$ cat config.mk
export PLATFORM = sky130hd
export DESIGN_NAME = rf_wb_arbiter
export DESIGN_NICKNAME = d
export VERILOG_FILES = /design/src/rtl/rf_arb_pkg.sv /design/src/rtl/rr_arbiter.sv /design/src/rtl/rf_wb_arbiter.sv
export SDC_FILE = /design/constraint.sdc
export NUM_CORES = 1
export LEC_CHECK = 0
export CORE_ASPECT_RATIO = 0.9
export CORE_MARGIN = 5
export CORE_UTILIZATION = 37
export DETAILED_ROUTE_END_ITERATION = 10
export GPL_ROUTABILITY_DRIVEN = 0
export PLACE_DENSITY = 0.78
export SYNTH_ARGS = -nofsm -noshare
export SYNTH_HDL_FRONTEND = slang
export SYNTH_SLANG_ARGS = --single-unit
$ cat constraint.sdc
create_clock -name clk_i -period 2.7 [get_ports clk_i]
set_input_delay 0.54 -clock clk_i [delete_from_list [all_inputs] [get_ports clk_i]]
set_output_delay 0.54 -clock clk_i [all_outputs]
set_load 0.01 [all_outputs]
$ cat src/rtl/rf_arb_pkg.sv
// rf_arb_pkg: shared widths, FSM state and writeback payload type for the register-file write arbiter.
package rf_arb_pkg;
  localparam int XLEN = 32;
  localparam int REG_ADDR_W = 5;
  localparam int NUM_REGS = 32;
  typedef enum logic {ST_CLEAR, ST_RUN} arb_state_e;
  typedef struct packed {
    logic [REG_ADDR_W-1:0] rd;
    logic [XLEN-1:0]       wd;
  } wb_req_t;
endpackage

$ cat src/rtl/rr_arbiter.sv
// rr_arbiter: combinational round-robin pick, searching upward from ptr_i and wrapping at NUM_REQ.
module rr_arbiter #(
  parameter int NUM_REQ = 3,
  parameter int IW = $clog2(NUM_REQ)
) (
  input  logic [NUM_REQ-1:0] valid_i,
  input  logic [IW-1:0]      ptr_i,
  input  logic               en_i,
  output logic [NUM_REQ-1:0] gnt_o,
  output logic [IW-1:0]      idx_o
);
  logic found;
  int j;
  always_comb begin
    gnt_o = '0;
    idx_o = '0;
    found = 1'b0;
    j = 0;
    for (int k = 0; k < NUM_REQ; k++) begin
      j = int'(ptr_i) + k;
      if (j >= NUM_REQ) j -= NUM_REQ;
      if (en_i && !found && valid_i[j]) begin
        gnt_o[j] = 1'b1;
        idx_o = IW'(j);
        found = 1'b1;
      end
    end
  end
endmodule

$ cat src/rtl/rf_wb_arbiter.sv
// rf_wb_arbiter: clears x1..x31 after reset, then round-robin arbitrates writebacks onto the register file port.
// Optional RF_WB_ARB_STATS_EN adds a saturating 16-bit stall counter on stall_cnt_o.
module rf_wb_arbiter
  import rf_arb_pkg::arb_state_e;
  import rf_arb_pkg::ST_CLEAR;
  import rf_arb_pkg::ST_RUN;
#(
  parameter int NUM_REQ = 3,
  parameter int XLEN = rf_arb_pkg::XLEN,
  parameter int REG_ADDR_W = rf_arb_pkg::REG_ADDR_W,
  parameter int NUM_REGS = rf_arb_pkg::NUM_REGS
) (
  input  logic                          clk_i,
  input  logic                          reset_i,
  input  logic [NUM_REQ-1:0]            req_valid_i,
  input  logic [NUM_REQ*REG_ADDR_W-1:0] req_rd_i,
  input  logic [NUM_REQ*XLEN-1:0]       req_wd_i,
  output logic [NUM_REQ-1:0]            req_ready_o,
  output logic                          regwrite_o,
  output logic [REG_ADDR_W-1:0]         rd_o,
  output logic [XLEN-1:0]               wd_o,
`ifdef RF_WB_ARB_STATS_EN
  output logic [15:0]                   stall_cnt_o,
`endif
  output logic                          init_done_o
);
  localparam int IW = $clog2(NUM_REQ);
  localparam int CW = $clog2(NUM_REGS) + 1;
  arb_state_e state_q, state_d;
  logic [CW-1:0] clear_q, clear_d;
  logic [IW-1:0] ptr_q, ptr_d, gidx;
  logic [NUM_REQ-1:0] gnt;
  logic regwrite_q, regwrite_d;
  logic [REG_ADDR_W-1:0] rd_q, rd_d, rd_sel;
  logic [XLEN-1:0] wd_q, wd_d, wd_sel;
  logic clear_end;

  rr_arbiter #(.NUM_REQ(NUM_REQ)) u_rr (
    .valid_i(req_valid_i),
    .ptr_i  (ptr_q),
    .en_i   (state_q == ST_RUN),
    .gnt_o  (gnt),
    .idx_o  (gidx)
  );

  assign clear_end = clear_q == CW'(NUM_REGS);
  assign rd_sel = req_rd_i[int'(gidx)*REG_ADDR_W +: REG_ADDR_W];
  assign wd_sel = req_wd_i[int'(gidx)*XLEN +: XLEN];

  always_ff @(posedge clk_i) begin
    if (!reset_i) begin
      state_q    <= ST_CLEAR;
      clear_q    <= CW'(1);
      ptr_q      <= '0;
      regwrite_q <= 1'b0;
      rd_q       <= '0;
      wd_q       <= '0;
    end else begin
      state_q    <= state_d;
      clear_q    <= clear_d;
      ptr_q      <= ptr_d;
      regwrite_q <= regwrite_d;
      rd_q       <= rd_d;
      wd_q       <= wd_d;
    end
  end

  always_comb state_d = (state_q == ST_CLEAR && clear_end) ? ST_RUN : state_q;

  // Clear and writeback share the one write port; x0 handshakes but never strobes.
  always_comb begin
    clear_d    = clear_q;
    ptr_d      = ptr_q;
    regwrite_d = 1'b0;
    rd_d       = rd_q;
    wd_d       = wd_q;
    if (state_q == ST_CLEAR) begin
      if (!clear_end) begin
        regwrite_d = 1'b1;
        rd_d       = REG_ADDR_W'(clear_q);
        wd_d       = '0;
        clear_d    = clear_q + 1'b1;
      end
    end else if (|gnt) begin
      regwrite_d = rd_sel != '0;
      rd_d       = rd_sel;
      wd_d       = wd_sel;
      ptr_d      = (int'(gidx) == NUM_REQ - 1) ? '0 : gidx + 1'b1;
    end
  end

  assign req_ready_o = gnt;
  assign regwrite_o  = regwrite_q;
  assign rd_o        = rd_q;
  assign wd_o        = wd_q;
  assign init_done_o = state_q == ST_RUN;

`ifdef RF_WB_ARB_STATS_EN
  logic [15:0] stall_q, stall_d;
  always_comb stall_d = (state_q == ST_RUN && |(req_valid_i & ~gnt) && stall_q != 16'hFFFF) ? stall_q + 16'd1 : stall_q;
  always_ff @(posedge clk_i) begin
    if (!reset_i) stall_q <= '0;
    else stall_q <= stall_d;
  end
  assign stall_cnt_o = stall_q;
`endif
endmodule

== Yosys cells after proc, flatten, opt, wreduce, memory -nomap -nowiden ==
Index checks and enable logic that the tools add are counted.
W data, S select, Z words.

* Add/subtract/negate cells: 7
* $mul: 1
* Magnitude comparators: 9
* Equality and inequality tests: 4
* Shifts and indexed selects: 2
* Muxes and demuxes: 36
* Bitwise operators: 4
* Reduce and logical (&&, ||, !) cells: 16

{| class="wikitable"
|+ Operators by type and width
! kind !! count
|-
| $mux W32 || 6
|-
| $ge A32 B1 Y1 const B || 3
|-
| $lt A32 B4 Y1 const B || 3
|-
| $shiftx A96 B8 Y32 || 1
|-
| $ge A32 B3 Y1 const B || 2
|-
| $sub A32 B3 Y32 const B || 2
|-
| $mux W5 || 3
|-
| $shiftx A15 B6 Y5 || 1
|-
| $mux W1 || 14
|-
| $logic_and A1 B1 Y1 || 9
|-
| $mux W3 || 3
|-
| $mux W2 || 4
|-
| $add A6 B1 Y6 const B || 1
|-
| $bmux W1 S2 || 3
|-
| $demux W1 S2 || 3
|-
| $eq A6 B6 Y1 const B || 1
|-
| $or A3 B3 Y3 || 2
|-
| $reduce_and A2 Y1 || 3
|-
| $mul A2 B3 Y5 const B || 1
|-
| $reduce_bool A5 Y1 || 1
|-
| $add A2 B1 Y3 const B || 1
|-
| $add A2 B2 Y3 const B || 1
|-
| $reduce_or A3 Y1 || 1
|-
| $sub A2 B2 Y3 const B || 1
|-
| 7 further kinds || 9
|}

* Flip-flop bits (word level): 47
* Bits of input ports: 116
* Output and inout bits: 42
* Word-level logic and storage cells: 85

== Depth between registers and ports, before layout ==
Gate-level depths: netlist of run 1.

* Word-level depth: 20
* Depth in mapped cells: 11
* Depth with buffers taken out: 9

== Modules after synthesis ==
A second synthesis of run 1 with hierarchy kept.

* Cell total of the unflattened synthesis: 343
* Area, all modules: 3016.6 um2

{| class="wikitable"
|+ Modules (own cells, without submodules)
! module !! times used !! cells an instance !! area each (um2) !! sequential area each (um2)
|-
| rf_wb_arbiter || 1 || 306 || 2747.6 || 940.9
|-
| rr_arbiter || 1 || 37 || 269.0 || 0.0
|}

== Least setup slack after synthesis of run 1 ==
No wires, ideal clock.

* Kind: register -> register
* Start point: reg ptr_q[0]
* End point: reg regwrite_q (netlist: regwrite_o)
* Library setup time: 122 ps
* Arrival: 2405 ps
* Required time: 2578 ps
* Setup slack: 173 ps
* Cell stages (with the launch flop): 11
* Path buffers: 2
* Clock period less this slack: 2527 ps
* Cell sequence: dfxtp_1 inv_1 ha_1 buf_2 nor2b_1 o211ai_2 a211oi_2 buf_2 mux2_2 o21a_1 o311a_1

* Word-level cells in the longest chain between the ends: 20
* Elaborated cells between the ends (all ways): 58
* Classes of those cells: add/sub: 5; mul: 1; order compare: 9; shift: 1; mux: 28; bitwise: 2; reduce/logical: 12

{| class="wikitable"
|+ Ends and longest elaborated chain
! item !! line !! text
|-
| start, declared || rf_wb_arbiter.sv:31 || <nowiki>logic [IW-1:0] ptr_q, ptr_d, gidx;</nowiki>
|-
| start signal, assigned || rf_wb_arbiter.sv:61 || <nowiki>ptr_q <= ptr_d;</nowiki>
|-
| parallel branches: the longest is 18 deep, another holds $sub A32 B3 Y32 || - ||
|-
| $mux W1 * || rf_wb_arbiter.sv:84 || <nowiki>end else if (|gnt) begin</nowiki>
|-
| $mux W1 * || rf_wb_arbiter.sv:77 || <nowiki>if (state_q == ST_CLEAR) begin</nowiki>
|-
| end signal, assigned || rf_wb_arbiter.sv:62 || <nowiki>regwrite_q <= regwrite_d;</nowiki>
|-
| end, declared || rf_wb_arbiter.sv:33 || <nowiki>logic regwrite_q, regwrite_d;</nowiki>
|}

Mark *: on every way between the ends. The select of a mux whose other input is x is not followed.
A chain may end at the register's enable or synchronous reset.

== Final worst setup path of run 1 ==
* Start point: reg ptr_q[0]
* End point: reg wd_q[2] (netlist: wd_o[2])

* Word-level cells in the longest chain between the ends: 18
* Elaborated cells between the ends (all ways): 58
* Classes of those cells: add/sub: 5; order compare: 9; eq/ne: 1; shift: 1; mux: 28; bitwise: 2; reduce/logical: 12

{| class="wikitable"
|+ Ends and longest elaborated chain
! item !! line !! text
|-
| parallel branches: the longest is 18 deep, another holds $sub A32 B3 Y32 || - ||
|-
| end signal, assigned || rf_wb_arbiter.sv:64 || <nowiki>wd_q <= wd_d;</nowiki>
|-
| end, declared || rf_wb_arbiter.sv:35 || <nowiki>logic [XLEN-1:0] wd_q, wd_d, wd_sel;</nowiki>
|}

Several ways; the timed one is not identified. The select of a mux whose other input is x is not followed.

==> results of run 1 <==
final timing paths:
path / startpoint / endpoint / slack, ns / cells past startpoint
worst max-delay path: ptr_q[0] / wd_o[2] / 0.05 / 11
worst min-delay path: wd_o[8] / wd_o[8] / 0.47 / 1
worst max register to register: ptr_q[0] / wd_o[2] / 0.05 / 11
worst min register to register: wd_o[8] / wd_o[8] / 0.47 / 1
cell families (layout without fill, tap and decap cells):
family | count (synthesis) | count (layout)
DFF | 47 | 47
AOI/OAI and AO/OA | 78 | 78
and+or+nand+nor | 52 | 52
xor gates and xnor gates | 5 | 5
buffers and inverters | 30 | 226
muxes | 78 | 78
adders and majority gates | 6 | 6
layout by cell type, fill, tap and decap left out, types with 3 or more instances in the layout:
cell type | Yosys | final
sky130_fd_sc_hd__mux2i_4 | 1 | 3
sky130_fd_sc_hd__buf_4 | 6 | 41
sky130_fd_sc_hd__inv_1 | 9 | 7
sky130_fd_sc_hd__mux2_2 | 37 | 37
sky130_fd_sc_hd__dlygate4sd2_1 | 0 | 3
sky130_fd_sc_hd__o2bb2ai_1 | 12 | 12
sky130_fd_sc_hd__nand2_1 | 16 | 16
sky130_fd_sc_hd__dfxtp_1 | 47 | 45
sky130_fd_sc_hd__o2bb2ai_2 | 20 | 20
sky130_fd_sc_hd__clkdlybuf4s50_1 | 0 | 151
sky130_fd_sc_hd__mux2i_1 | 40 | 36
sky130_fd_sc_hd__inv_2 | 1 | 3
sky130_fd_sc_hd__a21oi_1 | 5 | 5
sky130_fd_sc_hd__o211ai_1 | 3 | 3
sky130_fd_sc_hd__clkbuf_8 | 0 | 5
sky130_fd_sc_hd__a21o_1 | 3 | 3
sky130_fd_sc_hd__nand3_1 | 6 | 6
sky130_fd_sc_hd__o41ai_1 | 5 | 5
sky130_fd_sc_hd__ha_1 | 6 | 4
sky130_fd_sc_hd__o311a_1 | 3 | 3
sky130_fd_sc_hd__buf_12 | 0 | 6
sky130_fd_sc_hd__nor2b_1 | 4 | 4
sky130_fd_sc_hd__nor4b_1 | 4 | 3
sky130_fd_sc_hd__o21ai_0 | 5 | 4
sky130_fd_sc_hd__xnor2_1 | 4 | 4
sky130_fd_sc_hd__and2_1 | 4 | 4
sky130_fd_sc_hd__a31oi_1 | 3 | 3
power by group through the flow:
stage                     Sequential [W]  Combinational [W]  Clock, W
after floorplan                 0.000730          0.0000908         0
after global placement          0.000730           0.000300         0
after detailed placement        0.000730           0.000307         0
after CTS                       0.000714           0.000310  0.000447
after global routing            0.000716           0.000340  0.000482
final                           0.000714           0.000318  0.000442
critical path: cells and delay by family (launching register included):
family          cells  cell delay [ns]
compound gates      4             0.97
buf+inv             4             0.64
flops               1             0.40
mux                 2             0.37
fa+ha+maj           1             0.17
layer usage:
layer / up-vias / routed length [µm]
li1: 1514 / -
met1: 1485 / 4341
met2: 133 / 5526
met3: 14 / 793
met4: 0 / 213
met5: - / 0
stage by stage:
stage	setup WS [ns]	util [%]	hold slack (ns)
after CTS	0.01037	63.93	0.4779
after global routing	-0.03136	66.05	0.4831
after detailed placement	-0.2712	62.55	0.4492
after global placement	-0.2322	62.55	0.4433
final	0.05401	66.05	0.4714
after floorplan	0.1728	-	0.4855
state kept, by name, indices dropped and copies added (netlist names):
| name | flops |
|---|---|
| clear_q | 6 |
| regwrite_o | 1 |
| rd_o | 5 |
| init_done_o | 1 |
| wd_o | 32 |
| ptr_q | 2 |
final cells by class:
| class | count | area, µm² |
|---|---|---|
| clock buffer | 6 | 72.57 |
| clock inverter | 2 | 16.27 |
| fill | 679 | 2765 |
| inverter | 10 | 37.54 |
| multi-input combinational | 219 | 2118 |
| sequential | 47 | 943.4 |
| tap | 99 | 123.9 |
| timing repair buffer | 208 | 2068 |
what timing repair did:
| action | 4_1_cts | 5_1_grt |
|---|---|---|
| pin swaps | 3 | 3 |
| resized for setup | 9 | 20 |
| buffers inserted | 2 | 4 |
| gates cloned | 0 | 3 |
| setup endpoints to repair | 3 | 41 |
==> results, run 1 <==
- For the pin with the worst max-slew slack, the measured transition is 0.4190 ns.
- The starting density of the core is between 30% and 40%.
- Global routing consumed, over all layers together, a little under a fifth of the routing resources.
- The placed standard-cell area is 0.005095 mm².
- Sorting the synthesized cells by how often they occur yields sky130_fd_sc_hd__dfxtp_1, sky130_fd_sc_hd__mux2i_1, sky130_fd_sc_hd__mux2_2.
- The pin count of the biggest net entering global routing is 34.
- The unique cell type count in the Yosys netlist is 53.
- Of the total power, the share spent switching nets is between 20% and 30%.
- The Yosys step of the flow raised 0 warnings.
- The setup-violating endpoint count in the final report is 0.
- The detailed router's first-iteration violation count is 125.
- The aggregate routed wire length is roughly 11000 µm.
- The count of flip-flops with a built-in enable after synthesis is 0.
- The clock transition time at the flip-flop clock pins of the worst setup and hold paths is 0.10 ns.
- The post-detailed-route wirelength per cell is between 15 and 20 µm.
- The largest family of logic cells by synthesized area is multiplexers.
- Once placement completed, the tool counted placed cells totaling around 570.
- The internal portion of total power is 0.001115 W.
- In this run the standard cell core region covers between 0.008 and 0.009 mm².
- Port buffering added 157 buffers.
- The detailed-route DRC error count is 0.
- After synthesis the netlist holds a flip-flop and latch count of 47.
- The number of antenna violations at the first check in global routing is 0.
- The floorplan step defined a die boundary enclosing around 0.010 mm².
- The synthesized netlist cell count is just under 300.
- Of the post-synthesis cell area, the dominant cell type holds a little under a third.
- For the worst-skew pair, the clock arrives at the later sink with an insertion delay of roughly 0.3 ns.
- For this design the total switching power over the nets is around 0.00036 W.
- The estimated wirelength of the detail-placed design is 8219 µm.
- The share of async-settable or async-resettable flops after synthesis is 0%.
- The run finished with clean final reports.
- The overflow left after global routing is 0.
- The number of levels in the clock H-tree is 2.
- Buffers inserted to repair hold after CTS numbered 0.
- The synthesized design spends more area on one cell type than any other, namely sky130_fd_sc_hd__dfxtp_1.
- The cell area that synthesis handed to floorplanning was approximately 0.0031 mm².
- The net count after synthesis is between 400 and 500.
- TritonCTS built the clock tree.
- The clock sink count is 47.
- The die is approximately 110 µm wide.
- In this run the static leakage power is approximately 2.3 nW.
- The number of buffers created by CTS is 5.
- The final setup TNS is 0 ns.
- The first detailed-routing pass took 4 iterations.
- The share of the synthesized area in compound gates (AO/OA/AOI/OAI) is 24.74%.
- The cell area power density is 274.0 mW/mm².
- Data arrives at the worst endpoint at between 2 and 3 ns.
- The adder-cell share of the synthesized area is under 10%.
- The count of antenna diodes in the layout is 0.
- The first global-routing pass estimated ~16000 µm of wire.
- The highest fanout seen on the critical path is 8.
- The final layout net count is 613.
- Multiplexer cells account for a little over a quarter of the synthesized area.
- The layer with the highest usage is met2.
- The proportion of power drawn by flip-flops and latches is 48.5%.
- The worst setup path is launched from a flop.
- The delay of the slowest cell on the worst path is about 0.4 ns.
- The overall power after layout is between 0.001 and 0.0015 W.
- Of the total synthesized cell area, the portion taken by AND, OR, NAND and NOR gates is under 10%.
- The max-slew violation total from the final report is 0.
- The number of maximum-capacitance constraint violations is 0.
- The area growth from synthesis to layout is 71.59%.
- The total non-filler cell area in the finished layout is ~0.0054 mm².
- By startpoint and endpoint, the worst setup path is classified as flop to flop.
- The critical path's slowest cell is sky130_fd_sc_hd__dfxtp_2.
- After Yosys synthesis, XOR and XNOR cells account for 1.397% of the synthesized area.
- The hold violation count in the final report came to 0.
- In this run the remaining antenna-violating nets after routing total 0.
- The path class of the lowest-slack min-delay path is flop to flop.
- The critical path goes through ha_4 -> buf_4 -> mux2i_4 -> mux2i_4 -> o311a_1 -> buf_4 -> buf_4 -> a31o_4 -> o21ai_4 -> clkbuf_16 -> o2bb2ai_2.
- The data required time at the worst endpoint is approximately 2.9 ns.
- The maximum clock rate is around 380 MHz.
- The share of the cycle needed by the critical path after routing is around 98%.
- In the global route stage, met3 resource usage came out at between 4 and 5%.
- Across all layers, the routed design uses 3146 vias.
- The most common cell in the synthesized netlist is sky130_fd_sc_hd__dfxtp_1.
- The final critical path time including I/O delays and setup is between 2 and 3 ns.
- The setup skew after layout is 0.009759 ns.
- The number of global-route vias before repair came to 3318.
- Headroom to the max-slew limit came out at between 70% and 80%.
- The share of final-layout standard cells stronger than drive strength 1 is between 20 and 30%.
- The share of power burned in combinational logic is between 20% and 30%.
- Sorting the synthesized cells by area gives the leading types as sky130_fd_sc_hd__dfxtp_1, sky130_fd_sc_hd__mux2_2, sky130_fd_sc_hd__mux2i_1.
- In the synthesized netlist the dominant register cell turns out to be sky130_fd_sc_hd__dfxtp_1.
- The most numerous cell type found on the critical path is sky130_fd_sc_hd__buf_4.
- Of the synthesized area, sequential elements account for between 30% and 40%.
- The average cell area after synthesis is between 10 and 15 µm².
- The count of non-filler cells in the finished layout is ~590.
- The floorplan step set the die height to 97.33 µm.
- The count of standard-cell rows is 31.
- The share of total power in the clock network is around 30%.
- The I/O pin count is 158.
- The endpoint class of the critical path is a flop.
- The cell chosen for the clock root is sky130_fd_sc_hd__clkbuf_8.
- For this run, global-route usage on met2 was measured as 35.16%.
- The clock passes through at most 2 buffers.
- The met1 track demand over resource in global routing is 21.64%.
- The peak ir drop on the vdd network is approximately 230 µV.
- The detailed-route vias per instance is roughly 5.3.
(Power assumes the default switching activity.)
==> run 2, diff against run 1 <==
--- a/config.mk
+++ b/config.mk
@@ -6,11 +6,11 @@
 export NUM_CORES = 1
 export LEC_CHECK = 0
 export CORE_ASPECT_RATIO = 0.9
-export CORE_MARGIN = 5
+export CORE_MARGIN = 8
 export CORE_UTILIZATION = 37
 export DETAILED_ROUTE_END_ITERATION = 10
 export GPL_ROUTABILITY_DRIVEN = 0
-export PLACE_DENSITY = 0.78
+export PLACE_DENSITY_LB_ADDON = 0.05
 export SYNTH_ARGS = -nofsm -noshare
 export SYNTH_HDL_FRONTEND = slang
 export SYNTH_SLANG_ARGS = --single-unit
==> results, run 2 (synthesized netlist as in run 1, its figures left out) <==
- The die is roughly 100 µm tall.
- The all-layer global routing usage is about 17%.
- Counting every sink on the clock net gives 47.
- The critical path data arrival time is roughly 2.1 ns.
- The final layout net count is around 600.
- For this design the ratio of total power to cell area is 292.9 mW/mm².
- The register with the most flip-flops in the layout has 32 of them.
- The highest fanout seen on the critical path is 6.
- Summing all non-filler instances in the final layout gives an area of 0.005288 mm².
- The placed standard-cell area is between 0.005 and 0.006 mm².
- Combinational logic burns about a fifth of the power.
- The kind of launch point of the worst setup path is a flop.
- The number of global-route vias before repair is 3129.
- The endpoint class of the critical path is an output pin.
- The longest clock path from root to sink contains 2 buffers.
- After clock tree synthesis, the clock-pin slew on the worst setup and hold paths is 0.09 ns.
- In the layout the commonest cells are sky130_fd_sc_hd__clkdlybuf4s50_1, sky130_fd_sc_hd__dfxtp_1, sky130_fd_sc_hd__mux2i_1, sky130_fd_sc_hd__mux2_2, sky130_fd_sc_hd__buf_4.
- The area growth from synthesis to layout is 68.64%.
- The flow ran to the end, and the final reports show no timing, DRC or antenna violations.
- The number of cells on the worst reg-to-reg path is 9.
- The first TritonRoute pass finished after 4 iterations.
- The reg-to-reg critical path startpoint is ptr_q[0].
- After global routing the overflow that remains totals 0.
- TritonCTS built the clock tree.
- The max-slew violation total from the final report is 0.
- In this run, CTS created clock tree buffers numbering 5.
- Setup repair after global routing left no endpoint under its margin.
- The critical setup path kind is flop to output pin.
- The internal portion of the total power is around 0.0012 W.
- Per report_power, the sequential group accounts for a little under half of the total.
- The number of antenna violations at the first check in global routing was 0.
- The count of buffers added on input and output ports is approximately 160.
- The I/O pin count is 158.
- For this run, the share of the core covered by cells in the final layout is 62.89%.
- CTS placed an instance of sky130_fd_sc_hd__clkbuf_8 at the clock tree root.
- The aggregate routed wire length is 10250 µm.
- The number of setup buffers added after CTS is 0.
- The die span in x is approximately 110 µm.
- The estimated wirelength of the detail-placed design is roughly 8300 µm.
- The final-layout fill cell count is between 700 and 800.
- The final setup TNS is 0 ns.
- Timing would allow up to ~380 MHz.
- Net switching is a little under a quarter of the power.
- In this run the worst setup path terminates at req_ready_o[1].
- The hold violation count in the final report is 0.
- The number of nets with antenna violations after detailed routing is 0.
- The floorplan has 32 rows.
- Across the VDD grid, the largest voltage drop is approximately 190 µV.
- The first global-routing pass estimated approximately 16000 µm of wire.
- After detailed routing, the average wire length per cell comes to ~18 µm.
- The worst-case register-to-register setup slack is ~0.15 ns.
- The static leakage is around 2.2 nW.
- The slew at the pin closest to its max-slew limit is approximately 0.5 ns.
- The share of final-layout standard cells stronger than drive strength 1 is a little over a quarter.
- Buffers inserted to repair hold after CTS numbered 0.
- The detailed router's first-iteration violation count is ~160.
- The net switching power is 0.0003485 W.
- Leaving out fill and tap cells, the most frequent cell in the layout is sky130_fd_sc_hd__clkdlybuf4s50_1.
- Data on the critical path is required at its endpoint by between 2 and 2.5 ns.
- After detailed routing, the number of vias per cell comes to just over 5.
- The final critical path time including I/O delays and setup is roughly 2.6 ns.
- After detailed routing, the number of remaining DRC violations is 0.
- The initial utilization of the core area, before any placement, comes to about 37%.
- At the later pin of the worst-skew pair, clock insertion delay measures 0.30 ns.
- The clock network accounts for between 30% and 40% of the total power.
- The count of antenna diodes in the layout is 0.
- The floorplan step defined a die boundary enclosing 0.01168 mm².
- The share of the cycle needed by the critical path after routing is between 90% and 100%.
- The number of maximum-capacitance constraint violations is 0.
- In this run the worst setup path begins at ptr_q[0].
- The path class of the lowest-slack min-delay path is flop to flop.
- Clock skew on the completed layout was measured at between 0.008 and 0.009 ns.
- The number of levels in the clock H-tree is 2.
- The number of vias after detailed routing is between 2000 and 3000.
- Entering global routing, the biggest net connects 33 pins.
- The core area is between 0.008 and 0.009 mm².
- Setup violations remaining at the end of the flow were counted as 0.
- The max-slew headroom at the worst pin is 66.14%.
- The end of the worst register-to-register path is regwrite_o.
[run 2: power by group through the flow]
stage / logic, W / registers, W / clock network, W
detailed placement: 0.000300 / 0.000730 / 0
floorplan: 0.0000908 / 0.000730 / 0
CTS: 0.000302 / 0.000714 / 0.000546
global route: 0.000328 / 0.000716 / 0.000577
global placement: 0.000295 / 0.000730 / 0
finish: 0.000303 / 0.000714 / 0.000532
[run 2: how the worst min path moves through the flow]
stage,from,end,depth (start not counted)
2_1_floorplan,clear_q[4],rd_o[4],2
3_3_place_gp,wd_o[29],wd_o[29],1
3_5_place_dp,wd_o[25],wd_o[25],1
4_1_cts,wd_o[23],wd_o[23],1
5_1_grt,wd_o[11],wd_o[11],1
6_report,wd_o[25],wd_o[25],1
[run 2: timing repair]
| item | CTS | global route |
|---|---|---|
| hold endpoints to repair | 0 | 0 |
| setup endpoints to repair | 3 | 12 |
| pin swaps | 3 | 1 |
| resized for setup | 11 | 11 |
[run 2: critical path, stage by stage (launching register included)]
cell	delay, ns
sky130_fd_sc_hd__dfxtp_2	0.36
sky130_fd_sc_hd__buf_4	0.13
sky130_fd_sc_hd__ha_1	0.26
sky130_fd_sc_hd__nand3b_1	0.35
sky130_fd_sc_hd__a21o_1	0.27
sky130_fd_sc_hd__o311a_1	0.13
sky130_fd_sc_hd__dlygate4sd2_1	0.29
[run 2: area by class of cell]
| class | instances | area [µm²] | share of cell area (%) |
|---|---|---|---|
| tap | 102 | 127.6 | 2.414 |
| sequential | 47 | 943.4 | 17.84 |
| clock inverter | 3 | 46.29 | 0.8755 |
| multi-input combinational | 219 | 2091 | 39.54 |
| timing repair buffer | 198 | 1973 | 37.32 |
| inverter | 10 | 37.54 | 0.7099 |
| clock buffer | 5 | 68.82 | 1.301 |
[run 2: layer usage]
layer	GRT usage (%)	wire length, µm	up-vias
met4	3.374	68	0
met3	5.746	774	6
met5	0	0	-
met1	21.49	4540	1375
met2	27.70	4865	98
li1	-	-	1496
[run 2: metrics by stage]
step | hold WS [ns] | setup WS (ns) | total power [W] | cells
after CTS | 0.4764 | 0.006006 | 0.001563 | 584
after global placement | 0.4426 | -0.2591 | 0.001025 | 576
final | 0.4725 | 0.07776 | 0.001549 | 584
after floorplan | 0.4855 | 0.1728 | 0.0008207 | 296
after detailed placement | 0.4470 | -0.2754 | 0.001030 | 576
after global routing | 0.4883 | 0.007724 | 0.001622 | 584
